## src/rtl/mult_accumulator.sv

```systemverilog
// rtl/mult_accumulator.sv - multiply-accumulate stage summing N_TERMS 4x4 products per result
//
// Purpose
//   Accepts unsigned 4-bit operand pairs on a valid/ready handshake, multiplies each pair
//   in an array_multiplier, and sums N_TERMS products into an ACC_W-bit accumulator. The
//   finished sum is held on a result handshake until the sink takes it.
//
// Configuration macro
//   SATURATE_EN : when defined, the accumulator clamps to all-ones on carry-out;
//                 when undefined, it wraps modulo 2**ACC_W. overflow is flagged either way.
//
// Ports
//   clk        in   1      rising-edge clock
//   rst        in   1      synchronous, active-high reset
//   clear      in   1      synchronous abort of the partial sum and any held result
//   in_valid   in   1      operand pair valid
//   in_ready   out  1      pair can be accepted (ACCUM state)
//   a, b       in   4      unsigned multiplicand / multiplier
//   out_valid  out  1      result valid (registered)
//   out_ready  in   1      sink accepts the result
//   acc_out    out  ACC_W  accumulated sum (registered)
//   term_cnt   out  CNT_W  pairs accepted in the current window
//   overflow   out  1      sticky carry-out flag for the current window

module array_multiplier (
    input  logic [3:0] a,
    input  logic [3:0] b,
    output logic [7:0] product
);
    // One shifted partial-product row per multiplier bit, summed down the array.
    always_comb begin
        product = '0;
        for (int i = 0; i < 4; i++) begin
            if (b[i]) begin
                product = product + ({4'b0000, a} << i);
            end
        end
    end
endmodule

module mult_accumulator #(
    parameter int N_TERMS = 4,
    parameter int ACC_W   = 12,
    localparam int CNT_W  = $clog2(N_TERMS + 1)
) (
    input  logic             clk,
    input  logic             rst,
    input  logic             clear,
    input  logic             in_valid,
    output logic             in_ready,
    input  logic [3:0]       a,
    input  logic [3:0]       b,
    output logic             out_valid,
    input  logic             out_ready,
    output logic [ACC_W-1:0] acc_out,
    output logic [CNT_W-1:0] term_cnt,
    output logic             overflow
);
    typedef enum logic {ACCUM = 1'b0, HOLD = 1'b1} state_t;

    state_t             state, state_next;
    logic [ACC_W-1:0]   acc, acc_next;
    logic [CNT_W-1:0]   cnt_next;
    logic [ACC_W-1:0]   acc_out_next;
    logic               out_valid_next;
    logic               overflow_next;

    logic [7:0]         product;
    logic [ACC_W:0]     sum;
    logic               carry;
    logic [ACC_W-1:0]   add_val;
    logic               last_term;

    array_multiplier u_mul (
        .a       (a),
        .b       (b),
        .product (product)
    );

    // One extra bit on the adder exposes the carry-out used for the overflow flag.
    assign sum   = {1'b0, acc} + {1'b0, ACC_W'(product)};
    assign carry = sum[ACC_W];

`ifdef SATURATE_EN
    // Once clamped, any further non-zero product carries again, so the clamp persists.
    assign add_val = carry ? {ACC_W{1'b1}} : sum[ACC_W-1:0];
`else
    assign add_val = sum[ACC_W-1:0];
`endif

    assign last_term = (term_cnt == CNT_W'(N_TERMS - 1));
    assign in_ready  = (state == ACCUM);

    always_comb begin
        state_next     = state;
        acc_next       = acc;
        cnt_next       = term_cnt;
        acc_out_next   = acc_out;
        out_valid_next = out_valid;
        overflow_next  = overflow;
        case (state)
            ACCUM: begin
                if (in_valid) begin
                    overflow_next = overflow | carry;
                    if (last_term) begin
                        acc_out_next   = add_val;
                        out_valid_next = 1'b1;
                        acc_next       = '0;
                        cnt_next       = '0;
                        state_next     = HOLD;
                    end else begin
                        acc_next = add_val;
                        cnt_next = term_cnt + CNT_W'(1);
                    end
                end
            end
            HOLD: begin
                if (out_valid && out_ready) begin
                    out_valid_next = 1'b0;
                    overflow_next  = 1'b0;
                    state_next     = ACCUM;
                end
            end
            default: state_next = ACCUM;
        endcase
    end

    // clear behaves exactly like rst, including dropping a held result.
    always_ff @(posedge clk) begin
        if (rst || clear) begin
            state     <= ACCUM;
            acc       <= '0;
            term_cnt  <= '0;
            acc_out   <= '0;
            out_valid <= 1'b0;
            overflow  <= 1'b0;
        end else begin
            state     <= state_next;
            acc       <= acc_next;
            term_cnt  <= cnt_next;
            acc_out   <= acc_out_next;
            out_valid <= out_valid_next;
            overflow  <= overflow_next;
        end
    end
endmodule
```

## config.mk

```make
export PLATFORM = sky130hd
export DESIGN_NAME = mult_accumulator
export DESIGN_NICKNAME = d
export VERILOG_FILES = /design/src/rtl/mult_accumulator.sv
export SDC_FILE = /design/constraint.sdc
export NUM_CORES = 1
export LEC_CHECK = 0
export BUFFER_PORTS_ARGS = -buffer_cell sky130_fd_sc_hd__buf_4
export CAP_MARGIN = 20
export CELL_PAD_IN_SITES_DETAIL_PLACEMENT = 1
export CELL_PAD_IN_SITES_GLOBAL_PLACEMENT = 2
export CORE_MARGIN = 4
export CORE_UTILIZATION = 25
export CTS_CLUSTER_SIZE = 14
export DETAILED_ROUTE_END_ITERATION = 16
export MAX_ROUTING_LAYER = met4
export PLACE_DENSITY_LB_ADDON = 0.1
export SLEW_MARGIN = 20
export SYNTH_ARGS = -nofsm -noshare
export SYNTH_HDL_FRONTEND = slang
export SYNTH_SLANG_ARGS = --single-unit
```

## constraint.sdc

```tcl
create_clock -name clk -period 4.51 [get_ports clk]
set_input_delay 0 -clock clk [delete_from_list [all_inputs] [get_ports clk]]
set_output_delay 0 -clock clk [all_outputs]
set_load 0.05 [all_outputs]
```

==> results.py, run 1 <==
metrics = {
    "die": {
        "start_util": 0.2558,
        "ios": 31,
        "rows": 34,
        "die_w_um": 102.5,
        "dieArea_sq_um": 10500,
        "die_y_um": 102.5,
        "core_area_sq_um": 8721,
    },
    "sta": {
        "tns_ps": 0,
        "rsz0062_at_grt": "yes",
        "whs_ps": 97.23,
        "finalHoldViolations": 0,
        "finalCriticalPeriod_ps": 4395,
        "tightest_slew_ps": 815.6,
        "drv_slew": 0,
        "finalSetupViolations": 0,
        "worst_clock_skew_ps": 2.463,
        "fin_crit_sh": 0.9744,
        "slew_headroom": 0.4549,
        "clock.fmax_mhz": 227.5,
    },
    "final_layout": {
        "n_antenna_cell": 0,
        "area_growth_pct": 43.35,
        "fin_area_sq_um": 3198,
        "layout_common_cells": "64 x buf_4, 40 x nand2_1, 30 x dfxtp_1, 22 x a21oi_1, 13 x ha_1",
        "final_cells": 448,
        "nets": 374,
        "drive_gt1_frac": 0.3618,
        "nFillCells": 998,
        "final_common_cell": "buf_4",
    },
    "synth": {
        "synth-simple-area-share": 0.2260,
        "synthesis.nets": 310,
        "synth_area_leaders": "dfxtp_1 27%, ha_1 10%, nand2_1 6.9%, a21oi_1 5.4%, fa_1 3.6%",
        "synth_xor_area_frac": 0.03926,
        "synthMuxAreaShare": 0.02804,
        "synth_top_family_by_area": "compound AO/OA/AOI/OAI gates",
        "ys_seq_area_frac": 0.2692,
        "synth_fa_ha_area_frac": 0.1368,
        "ys_seq_elements": 30,
        "syn-instance-count": 275,
        "syn-cell-area_sq_um": 2231,
        "synth_edf_count": 0,
        "async_reset_ff_frac": 0,
        "synth_cell_types": 55,
        "synth-warning-count": 0,
        "synth_top_area_frac": 0.2692,
        "synth.avg_cell_area_sq_um": 8.112,
        "synth_compound_area_frac": 0.2541,
        "synthFlopType": "dfxtp_1",
        "synth.largest_area_cell": "dfxtp_1",
    },
    "clocking": {
        "cts_buffers": 5,
        "cts.sinks": 30,
        "clkSlewWorstSetupHoldPaths_ps": 70,
        "cts_tree": "built",
        "cts-root-buf": "clkbuf_8",
        "clk_path_buf_depth": 2,
        "clock_latency_ps": 290,
        "htreeDepth": 2,
    },
    "place": {
        "placed_cells": 434,
        "place_area_sq_um": 2814,
        "hpwl_um": 5236,
        "gp_congestion": 0.7665,
        "port_buffers": 30,
    },
    "worst_setup_path": {
        "timing.rr.start": "state$_SDFF_PP0_",
        "r2r_slack_ps": 2170,
        "path_max_fanout": 4,
        "worstSetupPathType": "in2reg",
        "cp.arrival_ps": 4550,
        "reg2reg_to": "acc_out[5]$_SDFFE_PP0P_",
        "reg2regPathDepth": 4,
        "required_ps": 4670,
        "start_kind": "primary input",
        "crit_path_end_kind": "register",
    },
    "detailed_routing": {
        "routedLengthMet1_um": 3600,
        "met3_length_um": 187,
        "final_antenna_net_count": 0,
        "met2_length_um": 3115,
        "route.detailed.drc": 0,
        "top_layer": "met4",
        "first_pass_iters": 4,
        "num_vias": 2184,
        "drt_iter0_drc": 50,
        "wl_um": 6997,
        "wl_per_cell_um": 15.62,
        "drt-vias-per-instance": 4.875,
    },
    "hold_path": {
        "hold_class": "in2reg",
        "hp-start": "rst",
        "hold_depth": 4,
        "hold-path-endpoint": "term_cnt[2]$_SDFFE_PP0P_",
    },
    "global_routing": {
        "grt_pass1_vias": 2189,
        "grt.overflow.total": 0,
        "track_usage": 0.1397,
        "grt_max_degree": 23,
        "antenna_found_initial": 0,
        "grt_pass1_wl_um": 11160,
    },
    "pwr": {
        "p_leak_nw": 1.306,
        "irDropWorstVdd_mv": 0.1857,
        "powerDensity_nw_per_um2": 258.2,
    },
    "run": {
        "maxCapViolations": 0,
    },
    "outcome": {
        "status": "completed",
    },
}
-- flip-flops by register name (all words and copies together), names as in the netlist --
register,count
overflow,1
acc_out,12
term_cnt,3
state,1
out_valid,1
acc,12
-- logic make-up (layout without fill, tap and decap cells) --
logic type	count (synthesis)	after routing
AND/OR/NAND/NOR	99	99
AO/OA/AOI/OAI	82	82
flip-flops	30	30
buffers and inverters	26	91
adder cells (fa/ha/maj)	22	22
XOR/XNOR	10	10
multiplexers	6	6
-- power breakdown --
part	total, W	switching [W]	internal (W)
clock	0.000233	0.000110	0.000123
combinational	0.000315	0.000162	0.000153
sequential	0.000278	0.00000644	0.000271
-- worst max-delay path: stages --
cell	delay [ps]
buf_8	80
inv_6	30
nor2_4	80
ha_2	180
inv_2	40
fa_2	380
xnor2_2	170
nand2_1	110
xor2_2	190
ha_1	310
a21oi_2	160
nor2b_1	80
a211oi_2	240
mux2i_1	130
or2_4	280
ha_4	250
a21oi_2	140
xnor2_1	120
nand2_1	90
o311ai_2	80
ha_2	360
a211oi_4	320
o211ai_4	190
a2111oi_4	440
nor4_2	80
-- metal layers --
| layer | vias up | track usage |
|---|---|---|
| met5 | - | - |
| met4 | 0 | 0.04238 |
| met3 | 7 | 0.02457 |
| met2 | 28 | 0.2031 |
| met1 | 1035 | 0.1963 |
| li1 | 1114 | - |
-- final cells by class --
type / instances / area (sq um) / area share
Inverter: 15 / 61.31 / 0.01917
Timing Repair Buffer: 68 / 528.0 / 0.1651
Sequential cell: 30 / 600.6 / 0.1878
Multi-Input combinational cell: 219 / 1782 / 0.5571
Clock inverter: 1 / 5.005 / 0.001565
Tap cell: 108 / 135.1 / 0.04225
Clock buffer: 7 / 86.33 / 0.02700
-- timing repair --
action / 4_1_cts / 5_1_grt
buffers inserted: 0 / 5
endpoints found under the setup margin: 13 / 14
resized for setup: 8 / 43
pin swaps: 4 / 27
endpoints found under the hold margin: 2 / 0
hold buffers: 1 / 0
-- Yosys cell counts (2+ instances only) --
library cell and n:
nor3_1 3, and2_1 3, mux2i_1 4, nor2_1 12
a211oi_1 5, ha_1 18, a22oi_1 5, o21ai_0 11
fa_1 4, o211ai_2 2, o21a_1 4, o2111a_1 2
xnor2_1 5, a21o_1 5, nor2b_1 6, nand2_1 41
nand2b_1 4, a31oi_1 3, mux2_2 2, dfxtp_1 30
inv_1 15, nand4_1 4, buf_2 5, or2_2 3
o311ai_0 2, or4_1 2, xor2_1 5, clkbuf_1 5
a2111oi_0 2, o21ai_1 2, nor4_1 2, a211o_1 2
nand3b_1 3, a21oi_2 2, o21bai_1 2, nand3_1 8
a21oi_1 24
-- through the flow --
step / util / power [W] / setup WS [ps]
after detailed placement: 0.3227 / 0.0005492 / -588.1
after CTS: 0.3383 / 0.0007946 / -2.971
after global placement: 0.3227 / 0.0005466 / -508.3
final: 0.3667 / 0.0008258 / 115.3
after global routing: 0.3667 / 0.0008831 / -175.7
after floorplan: - / 0.0004491 / -27.93
-- worst max path at each step --
stage | cells after the start | slack [ps] | end | start
floorplan | 25 | -30 | acc[9]$_SDFFE_PP0P_ | a[1]
global placement | 26 | -510 | acc_out[9]$_SDFFE_PP0P_ | a[1]
detailed placement | 26 | -590 | acc_out[11]$_SDFFE_PP0P_ | a[1]
CTS | 27 | -3 | acc_out[11]$_SDFFE_PP0P_ | a[1]
global route | 28 | -180 | acc_out[11]$_SDFFE_PP0P_ | b[0]
finish | 25 | 120 | acc_out[9]$_SDFFE_PP0P_ | b[0]
Note: power is estimated with default switching activity, not from simulation.
==> run 2, diff against run 1 <==
--- a/config.mk
+++ b/config.mk
@@ -8,7 +8,7 @@
 export BUFFER_PORTS_ARGS = -buffer_cell sky130_fd_sc_hd__buf_4
 export CAP_MARGIN = 20
 export CELL_PAD_IN_SITES_DETAIL_PLACEMENT = 1
-export CELL_PAD_IN_SITES_GLOBAL_PLACEMENT = 2
+export CELL_PAD_IN_SITES_GLOBAL_PLACEMENT = 1
 export CORE_MARGIN = 4
 export CORE_UTILIZATION = 25
 export CTS_CLUSTER_SIZE = 14
==> run 2 against run 1 <==
Total power up 6.9%. First-iteration DRC count up 8.0%. Global-route usage up 0.24 points. Utilization up 0.53 points. Clock-buffer cell count down 2. Sequential share of layout area down 0.27 points. Wire length down 1.9%. Setup slack better by 10 ps. Sequential cell count unchanged. Critical path type unchanged. Highest routed layer unchanged.
==> results.py, run 2 (synthesized netlist as in run 1, its figures left out) <==
metrics = {
    "outcome": {
        "status": "completed",
    },
    "worst_setup_path": {
        "start_kind": "primary input",
        "cp_top_family": "adder cells",
        "crit_buf_inv": 6,
        "path_max_fanout": 4,
        "crit_path_end_kind": "register",
        "cp_common_cell": "nand2_1",
        "required_ps": 4720,
        "cpMaxStageDelayCell": "or4_4",
        "worstSetupPathType": "in2reg",
        "cp.arrival_ps": 4600,
        "slowest_delay_ps": 560,
    },
    "sta": {
        "finalCriticalPeriod_ps": 4384,
        "worst_slack_ps": 125.6,
        "tightest_slew_ps": 781.6,
        "finalHoldViolations": 0,
        "finalSetupViolations": 0,
        "clock.fmax_mhz": 228.1,
        "worst_clock_skew_ps": 7.523,
        "drv_slew": 0,
        "slew_headroom": 0.4776,
        "fin_crit_sh": 0.9721,
        "rsz0062_at_grt": "yes",
    },
    "place": {
        "gp_congestion": 0.7772,
        "port_buffers": 30,
        "place_ws_ps": -572.0,
        "hpwl_um": 5238,
        "placed_cells": 434,
    },
    "global_routing": {
        "grt_pass1_wl_um": 11500,
        "grt.overflow.total": 0,
        "grt_pass1_vias": 2345,
        "track_usage": 0.1420,
        "grt_max_degree": 23,
        "antenna_found_initial": 0,
    },
    "die": {
        "core_area_sq_um": 8721,
        "dieArea_sq_um": 10500,
        "rows": 34,
        "die_w_um": 102.5,
        "ios": 31,
        "die_y_um": 102.5,
        "start_util": 0.2558,
    },
    "final_layout": {
        "final_common_cell": "buf_4",
        "multiInputGateArea_sq_um": 1813,
        "n_antenna_cell": 0,
        "final_cells": 448,
        "nFillCells": 1028,
        "area_growth_pct": 45.43,
        "drive_gt1_frac": 0.3706,
        "layout_common_cells": "65 x buf_4, 40 x nand2_1, 30 x dfxtp_1, 20 x a21oi_1",
        "regArea_sq_um": 600.6,
        "reg_top3": "acc (12), acc_out (12), term_cnt (3)",
        "nets": 374,
    },
    "detailed_routing": {
        "drt_iter0_drc": 54,
        "first_pass_iters": 4,
        "wl_um": 6861,
        "wl_per_cell_um": 15.31,
        "final_antenna_net_count": 0,
        "num_vias": 2192,
        "drt-vias-per-instance": 4.893,
        "route.detailed.drc": 0,
    },
    "clocking": {
        "cts-root-buf": "clkbuf_8",
        "cts_buffers": 5,
        "clk_path_buf_depth": 2,
        "cts_tree": "built",
        "clock_latency_ps": 280,
        "clkSlewWorstSetupHoldPaths_ps": 70,
        "cts.sinks": 30,
        "htreeDepth": 2,
    },
    "pwr": {
        "p_leak_nw": 1.326,
        "irDropWorstVdd_mv": 0.1624,
        "powerDensity_nw_per_um2": 272.2,
    },
    "hold_path": {
        "hold_class": "in2reg",
    },
    "run": {
        "maxCapViolations": 0,
    },
}
-- run 2: through the flow --
stage	total power, W	cell area, sq um	hold slack, ps	util	setup TNS (ps)
2_1_floorplan	0.0004491	2261	189.8	-	-27.93
3_3_place_gp	0.0005471	2814	299.6	0.3227	-3414
3_5_place_dp	0.0005505	2814	319.3	0.3227	-5609
4_1_cts	0.0008522	3000	7.164	0.3440	0
5_1_grt	0.0009473	3244	28.85	0.3720	-771.4
6_report	0.0008830	3244	16.89	0.3720	0
-- run 2: worst reg2reg max path: stages (launching register included) --
cell	delay, ps
dfxtp_1	360
nor2b_1	420
nand2_1	600
or4_2	790
nand3_1	90
-- run 2: what timing repair did --
| item | CTS | global route |
|---|---|---|
| cloned | 0 | 0 |
| hold buffers | 0 | 0 |
| endpoints found under the setup margin | 13 | 14 |
| pin swaps | 5 | 34 |
| buffers inserted | 1 | 5 |
| gates resized for setup | 14 | 39 |
-- run 2: final cells by class --
| type | instances | area share |
|---|---|---|
| well taps | 108 | 0.04165 |
| multi-input cells | 219 | 0.5588 |
| clock inverters | 3 | 0.01234 |
| flip-flops and latches | 30 | 0.1851 |
| inverters | 15 | 0.01890 |
| repair buffers | 68 | 0.1620 |
| clock buffers | 5 | 0.02121 |
-- run 2: path summary, 6_finish.rpt --
| kind | to | cells after the start | from | slack (ps) |
|---|---|---|---|---|
| setup / recovery | acc[9]$_SDFFE_PP0P_ | 28 | b[0] | 130 |
| hold / removal | state$_SDFF_PP0_ | 4 | out_ready | 20 |
| setup reg to reg | acc_out[5]$_SDFFE_PP0P_ | 4 | state$_SDFF_PP0_ | 2190 |
| hold reg to reg | term_cnt[2]$_SDFFE_PP0P_ | 2 | term_cnt[2]$_SDFFE_PP0P_ | 450 |
-- run 2: where the power goes --
part / internal [W] / switching, W
clock network: 0.000163 / 0.000113
logic: 0.000165 / 0.000165
registers: 0.000271 / 0.00000652
total: 0.000598 / 0.000285
-- run 2: metal layers --
layer  GRT usage  vias to the layer above  routed length, um
li1            -                     1115                  -
met1      0.1952                     1039               3553
met2      0.2210                       33               3104
met3     0.02116                        5                157
met4     0.03027                        0                 46
met5           -                        -                  0
